### config.mk
export PLATFORM = sky130hd
export DESIGN_NAME = spi_master
export DESIGN_NICKNAME = d
export VERILOG_FILES = /design/src/rtl/spi_master_pkg.sv /design/src/rtl/spi_sclk_divider.sv /design/src/rtl/spi_master.sv
export SDC_FILE = /design/constraint.sdc
export NUM_CORES = 1
export LEC_CHECK = 0
export ABC_AREA = 1
export CORE_UTILIZATION = 58
export CTS_CLUSTER_SIZE = 16
export DETAILED_ROUTE_END_ITERATION = 8
export GPL_ROUTABILITY_DRIVEN = 0
export GPL_TIMING_DRIVEN = 0
export PLACE_DENSITY = 0.92
export SLEW_MARGIN = 10
export SYNTH_ARGS = -nofsm -noshare
export SYNTH_HDL_FRONTEND = slang
export SYNTH_SLANG_ARGS = --single-unit
### constraint.sdc
create_clock -name clk -period 2.4 [get_ports clk]
set_clock_uncertainty 0.1 [all_clocks]
set_input_delay 0.48 -clock clk [delete_from_list [all_inputs] [get_ports clk]]
set_output_delay 0.48 -clock clk [all_outputs]
set_load 0.02 [all_outputs]
### src/rtl/spi_master_pkg.sv
// rtl/spi_master_pkg.sv - shared types and defaults for the SPI transmit master
package spi_master_pkg;

  typedef enum logic [1:0] {IDLE, SETUP, TRANSFER, DONE} state_t;

  localparam int DEFAULT_DATA_WIDTH = 8;
  localparam int DEFAULT_CLK_DIV    = 4;

  // A divide-by-one still needs a one-bit counter to stay legal.
  function automatic int cnt_width(input int n);
    return (n > 1) ? $clog2(n) : 1;
  endfunction

endpackage

### src/rtl/spi_sclk_divider.sv
// rtl/spi_sclk_divider.sv - half-period tick generator, restarts from zero when disabled
module spi_sclk_divider
  import spi_master_pkg::*;
#(
  parameter int CLK_DIV = DEFAULT_CLK_DIV
) (
  input  logic clk,
  input  logic rst,
  input  logic enable,
  output logic tick
);

  localparam int            CW   = cnt_width(CLK_DIV);
  localparam logic [CW-1:0] LAST = CW'(CLK_DIV - 1);

  logic [CW-1:0] cnt;

  assign tick = enable && (cnt == LAST);

  always_ff @(posedge clk or posedge rst) begin
    if (rst) begin
      cnt <= '0;
    end else if (!enable || cnt == LAST) begin
      cnt <= '0;
    end else begin
      cnt <= cnt + 1'b1;
    end
  end

endmodule

### src/rtl/spi_master.sv
// rtl/spi_master.sv - mode-0 transmit-only SPI master, MSB first, one-cycle done pulse
module spi_master
  import spi_master_pkg::*;
#(
  parameter int DATA_WIDTH = DEFAULT_DATA_WIDTH,
  parameter int CLK_DIV    = DEFAULT_CLK_DIV
) (
  input  logic                  clk,
  input  logic                  rst,
  input  logic                  start,
  input  logic [DATA_WIDTH-1:0] data_in,
  output logic                  sclk,
  output logic                  mosi,
  output logic                  cs,
  output logic                  done
);

  localparam int            EW        = $clog2(2 * DATA_WIDTH + 1);
  localparam logic [EW-1:0] LAST_EDGE = EW'(2 * DATA_WIDTH);
  localparam logic [EW-1:0] LAST_FALL = EW'(2 * DATA_WIDTH - 1);

  state_t                  state;
  logic [DATA_WIDTH-1:0]   shift_reg;
  logic [EW-1:0]           edge_cnt;
  logic                    tick;
  logic                    div_en;

  assign div_en = (state == SETUP) || (state == TRANSFER);
  // The shift register MSB is the data line; it is cleared whenever the bus is idle.
  assign mosi   = shift_reg[DATA_WIDTH-1];

  spi_sclk_divider #(.CLK_DIV(CLK_DIV)) u_div (
    .clk    (clk),
    .rst    (rst),
    .enable (div_en),
    .tick   (tick)
  );

  always_ff @(posedge clk or posedge rst) begin
    if (rst) begin
      state     <= IDLE;
      shift_reg <= '0;
      edge_cnt  <= '0;
      sclk      <= 1'b0;
      cs        <= 1'b1;
      done      <= 1'b0;
    end else begin
      done <= 1'b0;
      case (state)
        IDLE: begin
          if (start) begin
            shift_reg <= data_in;
            cs        <= 1'b0;
            edge_cnt  <= '0;
            state     <= SETUP;
          end else begin
            shift_reg <= '0;
            cs        <= 1'b1;
            sclk      <= 1'b0;
          end
        end
        SETUP: begin
          if (tick) begin
            sclk     <= 1'b1;
            edge_cnt <= EW'(1);
            state    <= TRANSFER;
          end
        end
        TRANSFER: begin
          if (tick) begin
            // One extra low half-period follows the last fall before cs is released.
            if (edge_cnt == LAST_EDGE) begin
              state <= DONE;
            end else begin
              sclk     <= ~sclk;
              edge_cnt <= edge_cnt + 1'b1;
              if (sclk && edge_cnt != LAST_FALL) begin
                shift_reg <= {shift_reg[DATA_WIDTH-2:0], 1'b0};
              end
            end
          end
        end
        DONE: begin
          cs        <= 1'b1;
          done      <= 1'b1;
          sclk      <= 1'b0;
          shift_reg <= '0;
          edge_cnt  <= '0;
          state     <= IDLE;
        end
        default: state <= IDLE;
      endcase
    end
  end

endmodule

### Word level (Yosys, flattened, before mapping)

Index checks and enable logic that the tools add are counted.

* output and inout port bits: 4
* bits in registers: 20
* logic and storage cells: 59

* $add $sub $neg: 2
* eq/ne operators: 13
* mux-type cells: 24
* bitwise logic cells: 1
* reduce and logical (&&, ||, !) cells: 12

Operators by type and width (count)
* $mux 8: 4
* $pmux 8 s3: 1
* $mux 5: 4
* $pmux 5 s4: 1
* $reduce_and 4->1: 4
* $mux 2: 5
* $ne 2x2->1 const B: 5
* $pmux 2 s4: 1
* $eq 2x2->1 const B: 3
* $mux 1: 6
* $add 5x1->5 const B: 1
* $eq 5x5->1 const B: 1
* $ne 5x4->1 const B: 1
* $ne 2x1->1 const B: 2
* $pmux 1 s4: 1
* $reduce_bool 3->1: 1
* $add 2x1->2 const B: 1
* $eq 2x1->1 const B: 1
* $logic_and 1x1->1: 2
* $logic_not 2->1: 1
* $logic_or 1x1->1: 2
* $pmux 1 s2: 1
* $reduce_bool 2->1: 1
* $logic_not 1->1: 1
* $not 1->1: 1

### Logic depth before layout (Yosys ltp)

* depth after elaboration: 6
* mapped depth: 11

### Hierarchy

Synthesis repeated with hierarchy kept, for this count alone.

* cells, all modules: 189
* area total of the unflattened synthesis: 1300.0 µm²

By module, submodules not included
* spi_master: sequential area each 451.7 µm², area each 1207.4 µm², cells an instance 178, instances 1
* spi_sclk_divider: sequential area each 50.0 µm², area each 92.6 µm², cells an instance 11, instances 1

### Worst setup path before layout

No wires, ideal clock.

* kind: register to register
* start point: register edge_cnt[0]
* end point: register shift_reg[7]
* data required time: 2.183 ns
* setup time: 0.117 ns
* stages on the path, launching flop included: 11
* path buffers: 0
* setup slack: 0.830 ns
* arrival: 1.353 ns
* clock period less this slack: 1.570 ns
* cells stage by stage: dfrtp_1 > ha_1 > nand2_1 > nor2_1 > ha_1 > nand2_1 > nand2_2 > nor2_8 > nand2_4 > nand2_1 > nand2_1

* longest elaborated chain between the ends: 4

Ends and longest elaborated chain
* start: declaration: line spi_master.sv:24 `logic [EW-1:0] edge_cnt;`
* start signal: assignment: line spi_master.sv:76 `edge_cnt <= edge_cnt + 1'b1;`
* $ne 5x4->1: line spi_master.sv:77 `if (sclk && edge_cnt != LAST_FALL) begin`
* $logic_and 1x1->1: line spi_master.sv:77
* $ne 2x1->1 (no source line)
* $reduce_and 4->1 (no source line) (*)
* end signal: assignment: line spi_master.sv:52 `shift_reg <= data_in;`
* end signal: assignment: line spi_master.sv:78 `shift_reg <= {shift_reg[DATA_WIDTH-2:0], 1'b0};`
* end: declaration: line spi_master.sv:23 `logic [DATA_WIDTH-1:0] shift_reg;`

Mark *: on every way between the ends. The rest lies on a longest branch, timed or not.
A chain may end at the register's enable or synchronous reset.

### Final worst setup path

* start point: register cs
* end point: output cs

RTL lines
* start: declaration: line spi_master.sv:14 `output logic cs,`
* start signal: assignment: line spi_master.sv:45 `cs <= 1'b1;`
* start signal: assignment: line spi_master.sv:53 `cs <= 1'b0;`
* start signal: assignment: line spi_master.sv:58 `cs <= 1'b1;`

No word-level cell between the ends.

==> metrics.cfg <==
[worst_hold_path]
holdCritPathClass=flop to flop
hold_start=u_div.cnt[0]
whs_endpoint=u_div.cnt[0]
hold_depth=1

[sta]
final-setup-viol-count=0
relSlewSlack=0.504
hold_viol=0
tns_ps=0
drv_slew=0
worstMarginPinSlew_ps=743
min_period_ps=2010
max_freq_mhz=497
period_share=0.838
rsz0062_at_grt=false

[worst_setup_path]
required_ps=1820
r2r_cells=9
path_cells=clkdlybuf4s50_1
r2r_slack_ps=560
slowest_delay_ps=590
r2r-end=edge_cnt[3]
crit_buf_inv=1
startpoint_type=flop
critPathArrivalTime_ps=1430
crit_path_start=cs
cpLargestDelayFamily=buffers and inverters
timing.rr.start=state[0]
crit_path_end_kind=primary output
crit_fanout=2
path_class=flop to primary output
worst_path_max_delay_cell=clkdlybuf4s50_1

[power_and_ir_drop]
pwr-share-seq=0.321
peakVddDrop_mv=0.772
p_per_area_nw_per_um2=1160
intPower_w=0.000869
combPwrFrac=0.562
p_leak_nw=0.778
switching_share=0.467
p_clk_frac=0.117
switchingPower_w=0.000760

[layout]
area_growth_pct=16.6
layout-drive-gt1-share=0.104
num_antenna_cells=0
largest_reg_flops=8
fin_nets=203
post-route-util=0.717

[routing]
first_pass_iters=4
wl_mm=2.46
wl_per_cell_um=11.7
drc=0
vias=1121
drtIter0Drc=40
drt.antenna.violating_nets=0
avgViaCountPerCell=5.34

[logic_synthesis]
netlist_top_cells_area=dfrtp_1, nand2_1, ha_1, nand3_1, inv_1
synthMostInstantiatedCell=nand2_1
postSynthCellCount=166
avgSynthCellArea_um2=7.27
yosysWarnings=0
synth-edff-count=0
seq_area_frac_synth=0.416
yosysTopAreaCellShare=0.394
syn-num-nets=185
async_reset_ff_frac=1.00
ys_types=21
ys.flop_type=dfrtp_1
ys_seq_elements=20
netlist.top_cell.by_area=dfrtp_1
synth_common_cells=nand2_1, dfrtp_1, nand3_1
synth_area_um2=1210

[cts]
cts_tree=built
postCtsSetupBuffers=0
cts_made_buffers=3
htreeDepth=1
cts_sinks=20
ctsResizeCount=0
insertion_delay_ps=300
clk_pin_slew_ps=110
cts_buffer_depth=2
cts_hold_buf=0
clockRootBuffer=clkbuf_4

[job]
cap_violations=0

[floorplan]
dieArea_um2=2270
core-area_um2=1960
start_util=0.615
io_pins=15
row_count=16
dieWidth_um=47.6
dieHeight_um=47.6

[grt]
grt_pass1_vias=968
grt_antenna_before_repair=0
grt_first_pass_wirelength_mm=3.82
grt_max_degree=21
overflow=0
gr-usage-all-layers=0.239

[placed_design]
post-dp-hpwl_mm=1.94
numPortBuffers=13

[outcome]
status=finished clean

kinds of logic after synthesis:
| group | synth area share |
|---|---|
| buf+inv | 0.0799 |
| compound gates | 0.0135 |
| flops | 0.416 |
| simple gates | 0.408 |
| fa+ha+maj | 0.0830 |
power by group through the flow:
| stage | sequential (W) | combinational [W] | clock [W] |
|---|---|---|---|
| after CTS | 0.000521 | 0.000912 | 0.000198 |
| after global routing | 0.000536 | 0.00101 | 0.000216 |
| final | 0.000523 | 0.000915 | 0.000191 |
| after global placement | 0.000520 | 0.000854 | 0 |
| after detailed placement | 0.000528 | 0.000909 | 0 |
| after floorplan | 0.000546 | 0.000646 | 0 |
cells in the final DEF (no fill, tap or decap):
| master | n |
|---|---|
| nand2_1 | 72 |
| nand3_1 | 19 |
| dfrtp_1 | 19 |
| inv_1 | 16 |
| clkdlybuf4s50_1 | 13 |
| nor2_1 | 11 |
| ha_1 | 8 |
| inv_2 | 3 |
| clkbuf_4 | 3 |
| buf_4 | 2 |
| nand2_2 | 2 |
| nor2_2 | 2 |
| buf_2 | 2 |
| nor2_8 | 1 |
| nand3_2 | 1 |
| nand2_4 | 1 |
| o21ai_0 | 1 |
| a21oi_1 | 1 |
| nand4_1 | 1 |
| nor3_1 | 1 |
| nor3b_1 | 1 |
| o22ai_1 | 1 |
| clkbuf_8 | 1 |
| dfstp_2 | 1 |
area by class of cell:
class	instances	area [um^2]
sequential	20	502
clock buffer	4	36.3
tap	27	33.8
timing repair buffer	13	130
buffer	4	25.0
inverter	19	71.3
multi-input combinational	123	608
fill	152	556
how the worst max path moves through the flow:
stage,endpoint,slack (ps),depth (start not counted)
global route,cs,320,1
CTS,cs,380,1
finish,cs,390,1
detailed placement,edge_cnt[3],610,9
global placement,edge_cnt[2],710,9
floorplan,shift_reg[7],830,10
metal layers:
| metal | part of all wire | track usage | vias up |
|---|---|---|---|
| met2 | 0.50 | 0.411 | 47 |
| met5 | 0 | 0 | - |
| li1 | - | - | 544 |
| met1 | 0.43 | 0.276 | 524 |
| met4 | 0.016 | 0.161 | 0 |
| met3 | 0.057 | 0.0340 | 6 |
stage by stage:
step                      total power [W]  setup slack [ps]  hold slack [ps]  cells  cell area [um^2]
after floorplan                   0.00119               830              315    166              1210
after global placement            0.00137               712              325    206              1370
after detailed placement          0.00144               609              339    206              1370
after CTS                         0.00163               376              355    210              1410
after global routing              0.00176               316              398    210              1410
final                             0.00163               389              350    210              1410
No activity file was read; power rests on OpenSTA's default activity.
